<file path="src/rtl/countdown_timer_pkg.sv">
// Shared constants for the countdown timer: register map and CTRL bit layout.
package countdown_timer_pkg;

  localparam logic [1:0] TMR_LOAD   = 2'd0;
  localparam logic [1:0] TMR_CTRL   = 2'd1;
  localparam logic [1:0] TMR_COUNT  = 2'd2;
  localparam logic [1:0] TMR_STATUS = 2'd3;

  localparam int CTRL_EN      = 0;
  localparam int CTRL_PER     = 1;
  localparam int CTRL_IE      = 2;
  localparam int CTRL_PRE_LSB = 8;

  typedef struct packed {
    logic ie;
    logic per;
    logic en;
  } ctrl_t;

endpackage

</file>
<file path="src/rtl/countdown_timer_if.sv">
// MMIO write/read port of the countdown timer, plus its level interrupt.
interface countdown_timer_if #(parameter int WIDTH = 32) ();
  logic             wr_en;
  logic [1:0]       wr_addr;
  logic [WIDTH-1:0] wr_data;
  logic [1:0]       rd_addr;
  logic [WIDTH-1:0] rd_data;
  logic             irq;

  modport master (output wr_en, wr_addr, wr_data, rd_addr, input rd_data, irq);
  modport slave  (input wr_en, wr_addr, wr_data, rd_addr, output rd_data, irq);
endinterface

</file>
<file path="src/rtl/countdown_timer_prescaler.sv">
// Tick divider for the countdown timer: counts 0..div while enabled and pulses
// tick on the terminal count. Only instantiated under TIMER_PRESCALE_EN.
module timer_prescaler #(
  parameter int PRE_W = 8
) (
  input  logic             clk,
  input  logic             rst_n,
  input  logic             en,
  input  logic             clr,
  input  logic [PRE_W-1:0] div,
  output logic             tick
);

  logic [PRE_W-1:0] cnt;

  // >= rather than == so a divisor lowered mid-count does not wrap the whole range
  assign tick = en && (cnt >= div);

  always_ff @(posedge clk or negedge rst_n) begin
    if (!rst_n)   cnt <= '0;
    else if (clr) cnt <= '0;
    else if (en)  cnt <= tick ? '0 : cnt + PRE_W'(1);
  end

endmodule

</file>
<file path="src/rtl/countdown_timer.sv">
// Programmable down-counting MMIO timer (one-shot / periodic) with sticky expiry
// flag and level irq. Optional prescaler compiled in with TIMER_PRESCALE_EN.
module countdown_timer
  import countdown_timer_pkg::*;
#(
  parameter int WIDTH = 32,
  parameter int PRE_W = 8
) (
  input logic              clk,
  input logic              rst_n,
  countdown_timer_if.slave bus
);

  logic [WIDTH-1:0] load, count, rd;
  ctrl_t            ctrl;
  logic             expired;
  logic             wr_load, wr_ctrl, wr_stat;
  logic             run, tick, expire;

  assign wr_load = bus.wr_en && (bus.wr_addr == TMR_LOAD);
  assign wr_ctrl = bus.wr_en && (bus.wr_addr == TMR_CTRL);
  assign wr_stat = bus.wr_en && (bus.wr_addr == TMR_STATUS);

  // A CTRL write that clears enable also kills this cycle's tick.
  assign run = ctrl.en && !(wr_ctrl && !bus.wr_data[CTRL_EN]);

`ifdef TIMER_PRESCALE_EN
  logic [PRE_W-1:0] prescale;

  always_ff @(posedge clk or negedge rst_n) begin
    if (!rst_n)       prescale <= '0;
    else if (wr_ctrl) prescale <= bus.wr_data[CTRL_PRE_LSB +: PRE_W];
  end

  timer_prescaler #(.PRE_W(PRE_W)) u_pre (
    .clk  (clk),
    .rst_n(rst_n),
    .en   (run),
    .clr  (wr_load),
    .div  (prescale),
    .tick (tick)
  );
`else
  assign tick = run;
`endif

  assign expire = tick && !wr_load && (count == WIDTH'(1));

  always_ff @(posedge clk or negedge rst_n) begin
    if (!rst_n) begin
      load  <= '0;
      count <= '0;
    end else if (wr_load) begin
      load  <= bus.wr_data;
      count <= bus.wr_data;
    end else if (tick) begin
      if (count > WIDTH'(1))  count <= count - WIDTH'(1);
      else if (expire)        count <= ctrl.per ? load : '0;
    end
  end

  always_ff @(posedge clk or negedge rst_n) begin
    if (!rst_n) begin
      ctrl <= '0;
    end else if (wr_ctrl) begin
      ctrl.en  <= bus.wr_data[CTRL_EN];
      ctrl.per <= bus.wr_data[CTRL_PER];
      ctrl.ie  <= bus.wr_data[CTRL_IE];
    end else if (expire && !ctrl.per) begin
      ctrl.en <= 1'b0;
    end
  end

  // Set beats a same-cycle software clear.
  always_ff @(posedge clk or negedge rst_n) begin
    if (!rst_n)                           expired <= 1'b0;
    else if (expire)                      expired <= 1'b1;
    else if (wr_stat && bus.wr_data[0])   expired <= 1'b0;
  end

  always_comb begin
    rd = '0;
    unique case (bus.rd_addr)
      TMR_LOAD:  rd = load;
      TMR_CTRL: begin
        rd[CTRL_EN]  = ctrl.en;
        rd[CTRL_PER] = ctrl.per;
        rd[CTRL_IE]  = ctrl.ie;
`ifdef TIMER_PRESCALE_EN
        rd[CTRL_PRE_LSB +: PRE_W] = prescale;
`else
        rd[CTRL_PRE_LSB +: PRE_W] = {PRE_W{1'b0}};
`endif
      end
      TMR_COUNT:  rd = count;
      TMR_STATUS: rd[0] = expired;
      default:    rd = '0;
    endcase
  end

  assign bus.rd_data = rd;
  assign bus.irq     = expired && ctrl.ie;

endmodule

</file>
<file path="src/flat_wrapper.sv">
// flat-port wrapper written by rule: the top's interface ports become plain ports
module countdown_timer_flat import countdown_timer_pkg::*;
#(
  parameter int WIDTH = 32,
  parameter int PRE_W = 8
)
  (clk, rst_n, bus_wr_en, bus_wr_addr, bus_wr_data, bus_rd_addr, bus_rd_data, bus_irq);
  countdown_timer_if #(.WIDTH(WIDTH)) bus_i ();
  input logic clk;
  input logic rst_n;
  input wire logic [$bits(bus_i.wr_en)-1:0] bus_wr_en;
  input wire logic [$bits(bus_i.wr_addr)-1:0] bus_wr_addr;
  input wire logic [$bits(bus_i.wr_data)-1:0] bus_wr_data;
  input wire logic [$bits(bus_i.rd_addr)-1:0] bus_rd_addr;
  output wire logic [$bits(bus_i.rd_data)-1:0] bus_rd_data;
  output wire logic [$bits(bus_i.irq)-1:0] bus_irq;
  assign bus_i.wr_en = bus_wr_en;
  assign bus_i.wr_addr = bus_wr_addr;
  assign bus_i.wr_data = bus_wr_data;
  assign bus_i.rd_addr = bus_rd_addr;
  assign bus_rd_data = bus_i.rd_data;
  assign bus_irq = bus_i.irq;
  countdown_timer #(.WIDTH(WIDTH), .PRE_W(PRE_W)) u_core (.clk(clk), .rst_n(rst_n), .bus(bus_i));
endmodule
</file>
<file path="config.mk">
export PLATFORM = sky130hd
export DESIGN_NAME = countdown_timer_flat
export DESIGN_NICKNAME = d
export VERILOG_FILES = /design/src/rtl/countdown_timer_pkg.sv /design/src/rtl/countdown_timer_if.sv /design/src/rtl/countdown_timer_prescaler.sv /design/src/rtl/countdown_timer.sv /design/src/flat_wrapper.sv
export SDC_FILE = /design/constraint.sdc
export NUM_CORES = 1
export LEC_CHECK = 0
export ABC_AREA = 1
export CAP_MARGIN = 20
export CORE_MARGIN = 8
export CORE_UTILIZATION = 30
export CTS_CLUSTER_SIZE = 14
export DETAILED_ROUTE_END_ITERATION = 12
export SLEW_MARGIN = 30
export SYNTH_ARGS = -nofsm -noshare
export SYNTH_HDL_FRONTEND = slang
export SYNTH_SLANG_ARGS = --single-unit
</file>
<file path="constraint.sdc">
create_clock -name clk -period 3.82 [get_ports clk]
set_input_delay 0.573 -clock clk [delete_from_list [all_inputs] [get_ports clk]]
set_output_delay 0.573 -clock clk [all_outputs]
set_load 0.005 [all_outputs]
</file>
# Word level (Yosys, flattened, before mapping)
# Cells that the tools add are included.
totals:
  reg_bits: 68
  in_bits: 39
  output_inout_bits: 33
op_classes:
  add_sub_neg: 1
  magnitude_cmp: 1
  eq_ne: 6
  mux: 14
  n_reduce_logical: 21
op_table:
  columns: ["cell", "n"]
  rows:
  - ["$mux 32", 5]
  - ["$eq 32x1->1 const B", 1]
  - ["$gt 32x1->1 const B", 1]
  - ["$pmux 16 s2", 1]
  - ["$sub 32x1->32 const B", 1]
  - ["$pmux 8 s2", 1]
  - ["$logic_and 1x1->1", 10]
  - ["$pmux 5 s2", 1]
  - ["$eq 2x2->1 const B", 3]
  - ["$pmux 2 s3", 1]
  - ["$reduce_bool 2->1", 3]
  - ["$eq 2x1->1 const B", 2]
  - ["$logic_not 1->1", 4]
  - ["$logic_not 2->1", 2]
  - ["$mux 1", 4]
  - ["$pmux 1 s4", 1]
  - ["$reduce_bool 3->1", 1]
  - ["$reduce_and 2->1", 1]

# Depth between registers and ports, before layout
# Gate-level depths: netlist (run 1).
logic_depth:
  ltp_word: 11
  mapped_depth: 14
  mapped_depth_nobuf: 13

# Worst setup path after synthesis (run 1)
# No wires, ideal clock.
synth_timing:
  path_kind: "input port to output port"
  start: "input port bus_rd_addr[1]"
  end: "output port bus_rd_data[2]"
  t_arrival_ps: 1219
  required_ps: 3247
  setup_slack_ps: 2028
  path_stages: 5
  path_cell_list: "inv_1 -> nor2_1 -> inv_1 -> clkbuf_1 -> o221ai_1"
synth_between:
  elab_chain_cells: 2
  word_cells_on_any_way: 4
synth_lines:
  columns: ["item", "line_no", "rtl"]
  rows:
  - ["start: declaration", "flat_wrapper.sv:14", "input wire logic [$bits(bus_i.rd_addr)-1:0] bus_rd_addr;"]
  - ["$eq 2x2->1, or another cell as far along", "countdown_timer.sv:83", "unique case (bus.rd_addr)"]
  - ["$pmux 2 s3 (*)", "countdown_timer.sv:83", null]
  - ["end: declaration", "flat_wrapper.sv:15", "output wire logic [$bits(bus_i.rd_data)-1:0] bus_rd_data;"]
# Mark *: on every way between the ends. The rest lies on a longest branch, timed or not.

# Worst setup path in the final report (run 1)
layout_timing:
  start: "input port bus_rd_addr[0]"
  end: "output port bus_rd_data[1]"
# The elaborated chain is that of the path after synthesis.

==> results.json, run 1 <==
{
  "status": "completed",
  "multiInputGateArea_mm2": 0.00245,
  "crit_path_max_fanout": 17,
  "viasPerCell": 4.75,
  "clockRootBuffer": "clkbuf_16",
  "crit_arrival_ns": 2.75,
  "die_h_um": 141,
  "ir_worst_vdd_v": 0.000226,
  "seq_area_mm2": 0.00170,
  "cts_buffers": 9,
  "crit_chain": "clkdlybuf4s50_1, nor2_1, inv_1, buf_4, o221ai_1, clkdlybuf4s50_1",
  "cts_resized": 0,
  "finalCritPeriodShare_pct": 87.1,
  "p_per_area_mw_per_mm2": 622,
  "synth.cell_area_mm2": 0.00465,
  "critPathBufInv": 4,
  "grt_max_degree": 69,
  "drive_gt1_share_pct": 4.77,
  "grt_remaining_overflow": 0,
  "yosysSeqAreaShare_pct": 36.6,
  "rr_worst_depth": 12,
  "fin_crit_ns": 3.33,
  "cts.sinks": 68,
  "via_count": 4683,
  "fp.dieArea_mm2": 0.0197,
  "drtIter0Drc": 308,
  "reg2reg_from": "u_core.count[0]",
  "slowest_stage": "clkdlybuf4s50_1",
  "place.gp.congestion": 0.973,
  "wire_per_inst_um": 14.7,
  "worstSetupStartpoint": "bus_rd_addr[0]",
  "slew_viol_final": 0,
  "postCtsHoldBufs": 0,
  "synthCells": 735,
  "finalWirelength_mm": 14.5,
  "h-tree-depth": 3,
  "rsz0062_at_grt": "false",
  "leakage_nw": 2.93,
  "rows": 45,
  "cts.clk_slew.worst_paths_ns": 0.05,
  "setup_viol": 0,
  "path_class": "in -> out",
  "crit_cells": 6,
  "reg2reg_setup_slack_ns": 1.02,
  "io_pins": 72,
  "first_pass_iters": 5,
  "dp.cells": 969,
  "grt_pass1_wl_mm": 23.7,
  "hold_viol": 0,
  "nFillCells": 1671,
  "critPathCaptureType": "output pin",
  "fin_nets": 833,
  "syn_area_per_cell_um2": 6.33,
  "antenna_found_initial": 0,
  "detailed_place_hpwl_mm": 10.4,
  "cts_buffer_depth": 2,
  "tns_ns": 0,
  "postCtsSetupRepairBufs": 0,
  "r2r-end": "u_core.count[15]",
  "grt_pass1_vias": 4543,
  "fp.dieW_um": 141,
  "yosysWarnings": 0,
  "tritoncts": "built",
  "drc_errors": 0,
  "critPathRequiredTime_ns": 3.25,
  "tightest_slew_ns": 0.711,
  "syn_to_final_growth_pct": 24.4,
  "skew_ns": 0.00713,
  "finalNonFillerCells": 985,
  "worst_setup_path_start_kind": "input port",
  "n_antenna_cell": 0,
  "portBuffers": 71,
  "crit_end": "bus_rd_data[1]",
  "synth_cell_types": 26,
  "grt_usage_pct": 14.9,
  "ant_nets": 0,
  "fmax_mhz": 301,
  "coreArea_mm2": 0.0152,
  "crit_family": "buffers and inverters",
  "clock_latency_ns": 0.34,
  "cap_viol_max_count": 0,
  "initial_core_util_pct": 30.6,
  "syn_nets": 776,
  "min_path_type": "in -> async",
  "relSlewSlack_pct": 52.5,
  "synth-seq-cells": 68,
  "max_stage_delay_ns": 0.57,
  "cp_common_cell": "clkdlybuf4s50_1"
}
[power breakdown]
part	total, mW	switching (mW)	internal [mW]
Combinational	1.61	1.00	0.614
Sequential	1.19	0.253	0.939
Clock	0.792	0.300	0.492
[logic make-up (layout without fill, tap and decap cells)]
kind of cell / count (synthesis) / count (layout) / share of synthesized area (%)
compound gates: 76 / 76 / 9.28
flops: 68 / 68 / 36.6
xor+xnor: 7 / 7 / 1.32
simple gates: 462 / 462 / 41.6
buf+inv: 120 / 182 / 10.7
fa+ha+maj: 2 / 2 / 0.538
[synth_stat cells (all sizes together)]
library cell | instances | share of area, %
nor2 | 70 | 6.5
o21ai | 43 | 4.6
dfrtp | 68 | 37
inv | 88 | 7.2
clkbuf | 20 | 1.6
o22ai | 29 | 3.9
nand3 | 80 | 9.0
nand4 | 5 | 0.67
xor2 | 6 | 1.1
o2111ai | 1 | 0.19
clkinv | 1 | 0.081
xnor2 | 1 | 0.19
o221ai | 3 | 0.57
buf | 11 | 1.8
ha | 2 | 0.54
nand2 | 307 | 25
[layout by cell type (no fill, tap or decap), types with 4 or more instances in the layout]
cell             Yosys  layout
buf_4                4       4
clkbuf_16            0       9
clkdlybuf4s50_1      0      70
dfrtp_1             68      68
inv_1               87      86
nand2_1            300     300
nand2_2              4       4
nand3_1             78      78
nand4_1              5       5
nor2_1              64      64
o21ai_0             43      43
o22ai_1             29      29
xor2_1               6       6
[stage by stage]
step	worst slack [ns]	utilization (%)	instance area (um^2)	power (mW)	hold WS [ns]
2_1_floorplan	2.03	-	4650	2.29	0.277
3_3_place_gp	0.472	36.2	5500	2.80	0.499
3_5_place_dp	0.518	36.2	5500	2.80	0.518
4_1_cts	0.507	38.1	5790	3.62	0.275
5_1_grt	0.349	38.1	5790	3.91	0.286
6_report	0.493	38.1	5790	3.60	0.262
[metal layers]
layer | global-route usage, % | vias to the layer above | share of wire [%]
met4 | 3.96 | 0 | 1.2
li1 | - | 2423 | -
met2 | 22.7 | 103 | 44
met3 | 3.23 | 13 | 4.5
met5 | 0 | - | 0
met1 | 20.8 | 2144 | 50
[flip-flops by register name, summed over array words and instances, names as in the netlist]
signal	count
u_core.count	32
u_core.load	32
u_core.ctrl	3
u_core.expired	1
[layout make-up]
class                           count  share of cell area [%]
Multi-Input combinational cell    547                    42.4
Sequential cell                    68                    29.4
Timing Repair Buffer               77                    13.4
Inverter                           89                    5.82
Clock buffer                       15                    4.80
Tap cell                          188                    4.07
Clock inverter                      1                  0.0865
[how the worst min path moves through the flow]
| stage | from | depth (start not counted) | endpoint |
|---|---|---|---|
| after global placement | u_core.ctrl[2] | 2 | u_core.ctrl[2] |
| after CTS | rst_n | 2 | u_core.ctrl[2] |
| final | rst_n | 2 | u_core.ctrl[2] |
| after global routing | rst_n | 2 | u_core.load[5] |
| after floorplan | rst_n | 0 | u_core.count[0] |
| after detailed placement | u_core.ctrl[2] | 2 | u_core.ctrl[2] |
Note: power is estimated with default switching activity, not from simulation.
==> run 2, diff against run 1 <==
CORE_ASPECT_RATIO = 0.6   (was not set)
==> results.json, run 2 (synthesis results as in run 1) <==
{
  "hold_viol": 0,
  "p_int_mw": 2.13,
  "multiInputGateArea_mm2": 0.00245,
  "nFillCells": 1645,
  "busiest_layer": "met1",
  "finalWirelength_mm": 15.2,
  "portBuffers": 71,
  "detailed_place_hpwl_mm": 11.4,
  "seqPwrFrac_pct": 31.9,
  "viasPerCell": 4.77,
  "min_path_type": "in -> async",
  "tritoncts": "built",
  "clock_latency_ns": 0.34,
  "syn_to_final_growth_pct": 25.8,
  "place.gp.congestion": 0.925,
  "stdcell_area_mm2": 0.00585,
  "setup_viol": 0,
  "postCtsHoldBufs": 0,
  "rsz0062_at_grt": "false",
  "first_pass_iters": 5,
  "cts_buffers": 9,
  "drive_gt1_share_pct": 5.37,
  "layout_common_cells": "300 x nand2_1, 87 x inv_1, 78 x nand3_1",
  "drtIter0Drc": 404,
  "power_frac_comb_pct": 43.7,
  "ir_worst_vdd_v": 0.000229,
  "grt_pass1_vias": 4550,
  "initial_core_util_pct": 30.5,
  "rows": 35,
  "cap_viol_max_count": 0,
  "cts_buffer_depth": 2,
  "crit_chain": "clkdlybuf4s50_1, nor2_1, inv_1, buf_4, o22ai_1, clkdlybuf4s50_1",
  "fmax_mhz": 309,
  "path_class": "in -> out",
  "slowest_stage": "clkdlybuf4s50_1",
  "slew_viol_final": 0,
  "crit_path_max_fanout": 17,
  "wire_per_inst_um": 15.1,
  "fp.dieW_um": 177,
  "switchingPower_mw": 1.64,
  "grt_pass1_wl_mm": 25.1,
  "met2_usage_pct": 19.6,
  "use_met1_pct": 25.6,
  "crit_arrival_ns": 2.66,
  "via_count": 4794,
  "tns_ns": 0,
  "grt_remaining_overflow": 0,
  "clkPwrFrac_pct": 24.4,
  "drc_errors": 0,
  "p_total_mw": 3.77,
  "leakage_nw": 2.95,
  "status": "completed",
  "skew_ns": 0.00947,
  "p_per_area_mw_per_mm2": 644,
  "fp.dieArea_mm2": 0.0199,
  "postPlaceCellArea_mm2": 0.00553,
  "critPathCaptureType": "output pin",
  "die_h_um": 112,
  "grt.met3_usage_pct": 3.82,
  "final_common_cell": "nand2_1",
  "coreArea_mm2": 0.0152,
  "tightest_slew_ns": 0.699,
  "switching_share_pct": 43.5,
  "grt_max_degree": 64,
  "fin_nets": 837,
  "clockRootBuffer": "clkbuf_16",
  "critPathRequiredTime_ns": 3.25,
  "relSlewSlack_pct": 53.3,
  "io_pins": 72,
  "finalCritPeriodShare_pct": 84.7,
  "hold_ws_ns": 0.254,
  "n_antenna_cell": 0,
  "ant_nets": 0,
  "cts.sinks": 68,
  "cp_common_cell": "clkdlybuf4s50_1",
  "h-tree-depth": 3,
  "cts.clk_slew.worst_paths_ns": 0.06,
  "grt_usage_pct": 15.6,
  "max_stage_delay_ns": 0.59,
  "cts_resized": 0,
  "seq_area_mm2": 0.00170,
  "fin_crit_ns": 3.23,
  "worst_setup_path_start_kind": "input port",
  "largestRegisters": "u_core.count x32, u_core.load x32, u_core.ctrl x3",
  "postCtsSetupRepairBufs": 0,
  "antenna_found_initial": 0
}
run 2: cell count changes in the layout (fill, tap and decap cells not counted):
cell        change
inv_1           +1
clkinvlp_4      +1
inv_6           +2
clkbuf_8        -3
clkinv_1        +1
buf_12          -2
bufinv_16       +2
clkbuf_1        -3
clkinv_4        +1
inv_2           -2
buf_4           +6
run 2: metal layers:
metal,routed length [um],vias to the layer above
met4,85,0
li1,-,2444
met3,1080,7
met1,8530,2183
met5,0,-
met2,5470,160
run 2: critical path: cells and delay by family:
kind / cells / cell delay, ns
buffers and inverters: 4 / 1.88
AOI/OAI and AO/OA: 1 / 0.12
and+or+nand+nor: 1 / 0.08
run 2: layout make-up:
class / count / share of cell area, %
clock buffer: 9 / 3.85
clock inverter: 7 / 1.69
inverter: 89 / 5.75
multi-input combinational: 547 / 41.9
sequential: 68 / 29.1
tap: 203 / 4.34
timing repair buffer: 81 / 13.3
run 2: stage by stage:
step	setup slack (ns)	instances	util (%)
2_1_floorplan	2.03	735	-
3_3_place_gp	0.658	988	36.3
3_5_place_dp	0.596	988	36.3
4_1_cts	0.589	1004	38.4
5_1_grt	0.455	1004	38.4
6_report	0.586	1004	38.4
run 2: power groups by stage:
| stage | logic [mW] | registers, mW | clock network, mW |
|---|---|---|---|
| after CTS | 1.64 | 1.20 | 0.934 |
| after global placement | 1.64 | 1.20 | 0 |
| after detailed placement | 1.63 | 1.21 | 0 |
| final | 1.65 | 1.20 | 0.921 |
| after floorplan | 1.17 | 1.12 | 0 |
| after global routing | 1.88 | 1.24 | 0.973 |
run 2: final timing paths:
check / endpoint / slack (ns) / cells after the start / startpoint
min in group clk: u_core.ctrl[2] / 0.52 / 2 / u_core.ctrl[2]
setup reg to reg: u_core.count[22] / 1.14 / 13 / u_core.count[0]
setup / recovery: bus_rd_data[18] / 0.59 / 6 / bus_rd_addr[0]
hold reg to reg: u_core.ctrl[2] / 0.52 / 2 / u_core.ctrl[2]
hold / removal: u_core.load[4] / 0.25 / 1 / rst_n
max in group asynchronous: u_core.count[31] / 2.80 / 2 / rst_n
==> run 3, diff against run 2 <==
clock period = 3.3 ns   (was 3.82 ns; I/O delays follow)
==> results.json, run 3 (synthesis results as in run 1) <==
{
  "seq_area_mm2": 0.00170,
  "place.gp.congestion": 0.912,
  "grt_max_degree": 50,
  "fp.dieW_um": 177,
  "setup_viol": 0,
  "p_per_area_mw_per_mm2": 724,
  "rsz0062_at_grt": "false",
  "final_common_cell": "nand2_1",
  "skew_ns": 0.00237,
  "grt_remaining_overflow": 0,
  "grt_pass1_vias": 4665,
  "tightest_slew_ns": 0.782,
  "detailed_place_hpwl_mm": 11.7,
  "rows": 35,
  "p_int_mw": 2.35,
  "cts.clk_slew.worst_paths_ns": 0.05,
  "hold_viol": 0,
  "via_count": 4777,
  "h-tree-depth": 3,
  "rr_worst_depth": 14,
  "io_pins": 72,
  "wire_per_inst_um": 15.5,
  "syn_to_final_growth_pct": 25.5,
  "clockRootBuffer": "clkbuf_16",
  "critPathCaptureType": "output pin",
  "drc_errors": 0,
  "first_pass_iters": 5,
  "grt_usage_pct": 16.0,
  "cts_resized": 0,
  "layout_common_cells": "300 x nand2_1, 87 x inv_1, 78 x nand3_1",
  "ant_nets": 0,
  "finalWirelength_mm": 15.5,
  "postCtsHoldBufs": 0,
  "die_h_um": 112,
  "drtIter0Drc": 337,
  "switching_share_pct": 44.4,
  "portBuffers": 71,
  "leakage_nw": 2.95,
  "largestRegisters": "u_core.count x32, u_core.load x32, u_core.ctrl x3",
  "ir_worst_vdd_v": 0.000261,
  "relSlewSlack_pct": 47.9,
  "switchingPower_mw": 1.87,
  "multiInputGateArea_mm2": 0.00245,
  "cts_buffer_depth": 2,
  "n_antenna_cell": 0,
  "antenna_found_initial": 0,
  "reg2reg_from": "u_core.count[0]",
  "fmax_mhz": 346,
  "status": "completed",
  "cts_buffers": 9,
  "cts.sinks": 68,
  "fin_nets": 837,
  "grt_pass1_wl_mm": 25.4,
  "reg2reg_setup_slack_ns": 0.65,
  "min_path_type": "in -> async",
  "dp.cells": 988,
  "crit_path_max_fanout": 24,
  "viasPerCell": 4.76,
  "worst_setup_path_start_kind": "input port",
  "cap_viol_max_count": 0,
  "fp.dieArea_mm2": 0.0199,
  "critPathRequiredTime_ns": 2.80,
  "fin_crit_ns": 2.89,
  "clock_latency_ns": 0.33,
  "power_frac_comb_pct": 45.6,
  "nFillCells": 1654,
  "seqPwrFrac_pct": 33.1,
  "coreArea_mm2": 0.0152,
  "tritoncts": "built",
  "r2r-end": "u_core.count[8]",
  "finalNonFillerCells": 1003,
  "clkPwrFrac_pct": 21.4,
  "drive_gt1_share_pct": 5.00,
  "finalCritPeriodShare_pct": 87.7,
  "path_class": "in -> out",
  "tns_ns": 0,
  "postCtsSetupRepairBufs": 0,
  "initial_core_util_pct": 30.5,
  "crit_arrival_ns": 2.40,
  "slew_viol_final": 0
}
## run 3: cell count changes in the layout (fill, tap and decap cells not counted)
cell / before / now
buf_12: 0 / 3
buf_4: 10 / 7
bufinv_16: 2 / 0
clkbuf_1: 0 / 2
clkbuf_8: 0 / 2
clkinv_2: 1 / 2
clkinv_4: 1 / 0
clkinvlp_4: 1 / 0
inv_6: 2 / 0
## run 3: power groups by stage
stage / registers [mW] / logic [mW] / clock network [mW]
global route: 1.44 / 2.21 / 0.953
detailed placement: 1.40 / 1.91 / 0
global placement: 1.39 / 1.91 / 0
CTS: 1.39 / 1.92 / 0.916
floorplan: 1.30 / 1.35 / 0
finish: 1.40 / 1.93 / 0.902
## run 3: worst max-delay path, cell delays in order
cell,delay [ns]
clkdlybuf4s50_1,0.52
inv_1,0.09
nor2_1,0.09
inv_1,0.21
buf_12,0.24
o2111ai_1,0.20
clkdlybuf4s50_1,0.55
## run 3: worst max-delay path by stage
stage | start | end | slack (ns) | depth (start not counted)
finish | bus_rd_addr[1] | bus_rd_data[0] | 0.41 | 7
floorplan | u_core.count[0] | u_core.count[5] | 1.53 | 12
global route | bus_rd_addr[1] | bus_rd_data[0] | 0.29 | 7
CTS | bus_rd_addr[1] | bus_rd_data[0] | 0.38 | 7
global placement | bus_rd_addr[1] | bus_rd_data[0] | 0.45 | 7
detailed placement | bus_rd_addr[1] | bus_rd_data[0] | 0.40 | 7
## run 3: final cells by class
type / instances / share of cell area, %
multi-input cells: 547 / 42.1
flip-flops and latches: 68 / 29.2
repair buffers: 81 / 14.0
inverters: 89 / 5.77
clock buffers: 13 / 4.46
well taps: 203 / 4.35
clock inverters: 2 / 0.172
## run 3: metrics by stage
stage / worst slack (ns) / hold slack, ns / power [mW] / utilization [%] / area, um^2
after floorplan: 1.53 / 0.199 / 2.65 / - / 4650
after global placement: 0.452 / 0.501 / 3.31 / 36.5 / 5560
after detailed placement: 0.398 / 0.504 / 3.31 / 36.5 / 5560
after CTS: 0.385 / 0.256 / 4.23 / 38.3 / 5830
after global routing: 0.293 / 0.295 / 4.59 / 38.3 / 5830
final: 0.406 / 0.240 / 4.22 / 38.3 / 5830
## run 3: metal layers
layer  global-route usage, %  up-vias  part of all wire [%]
met4                    2.34        0                  0.62
met5                       0        -                     0
li1                        -     2437                     -
met1                    25.1     2195                    56
met2                    21.4      136                    37
met3                    3.86        9                   6.2
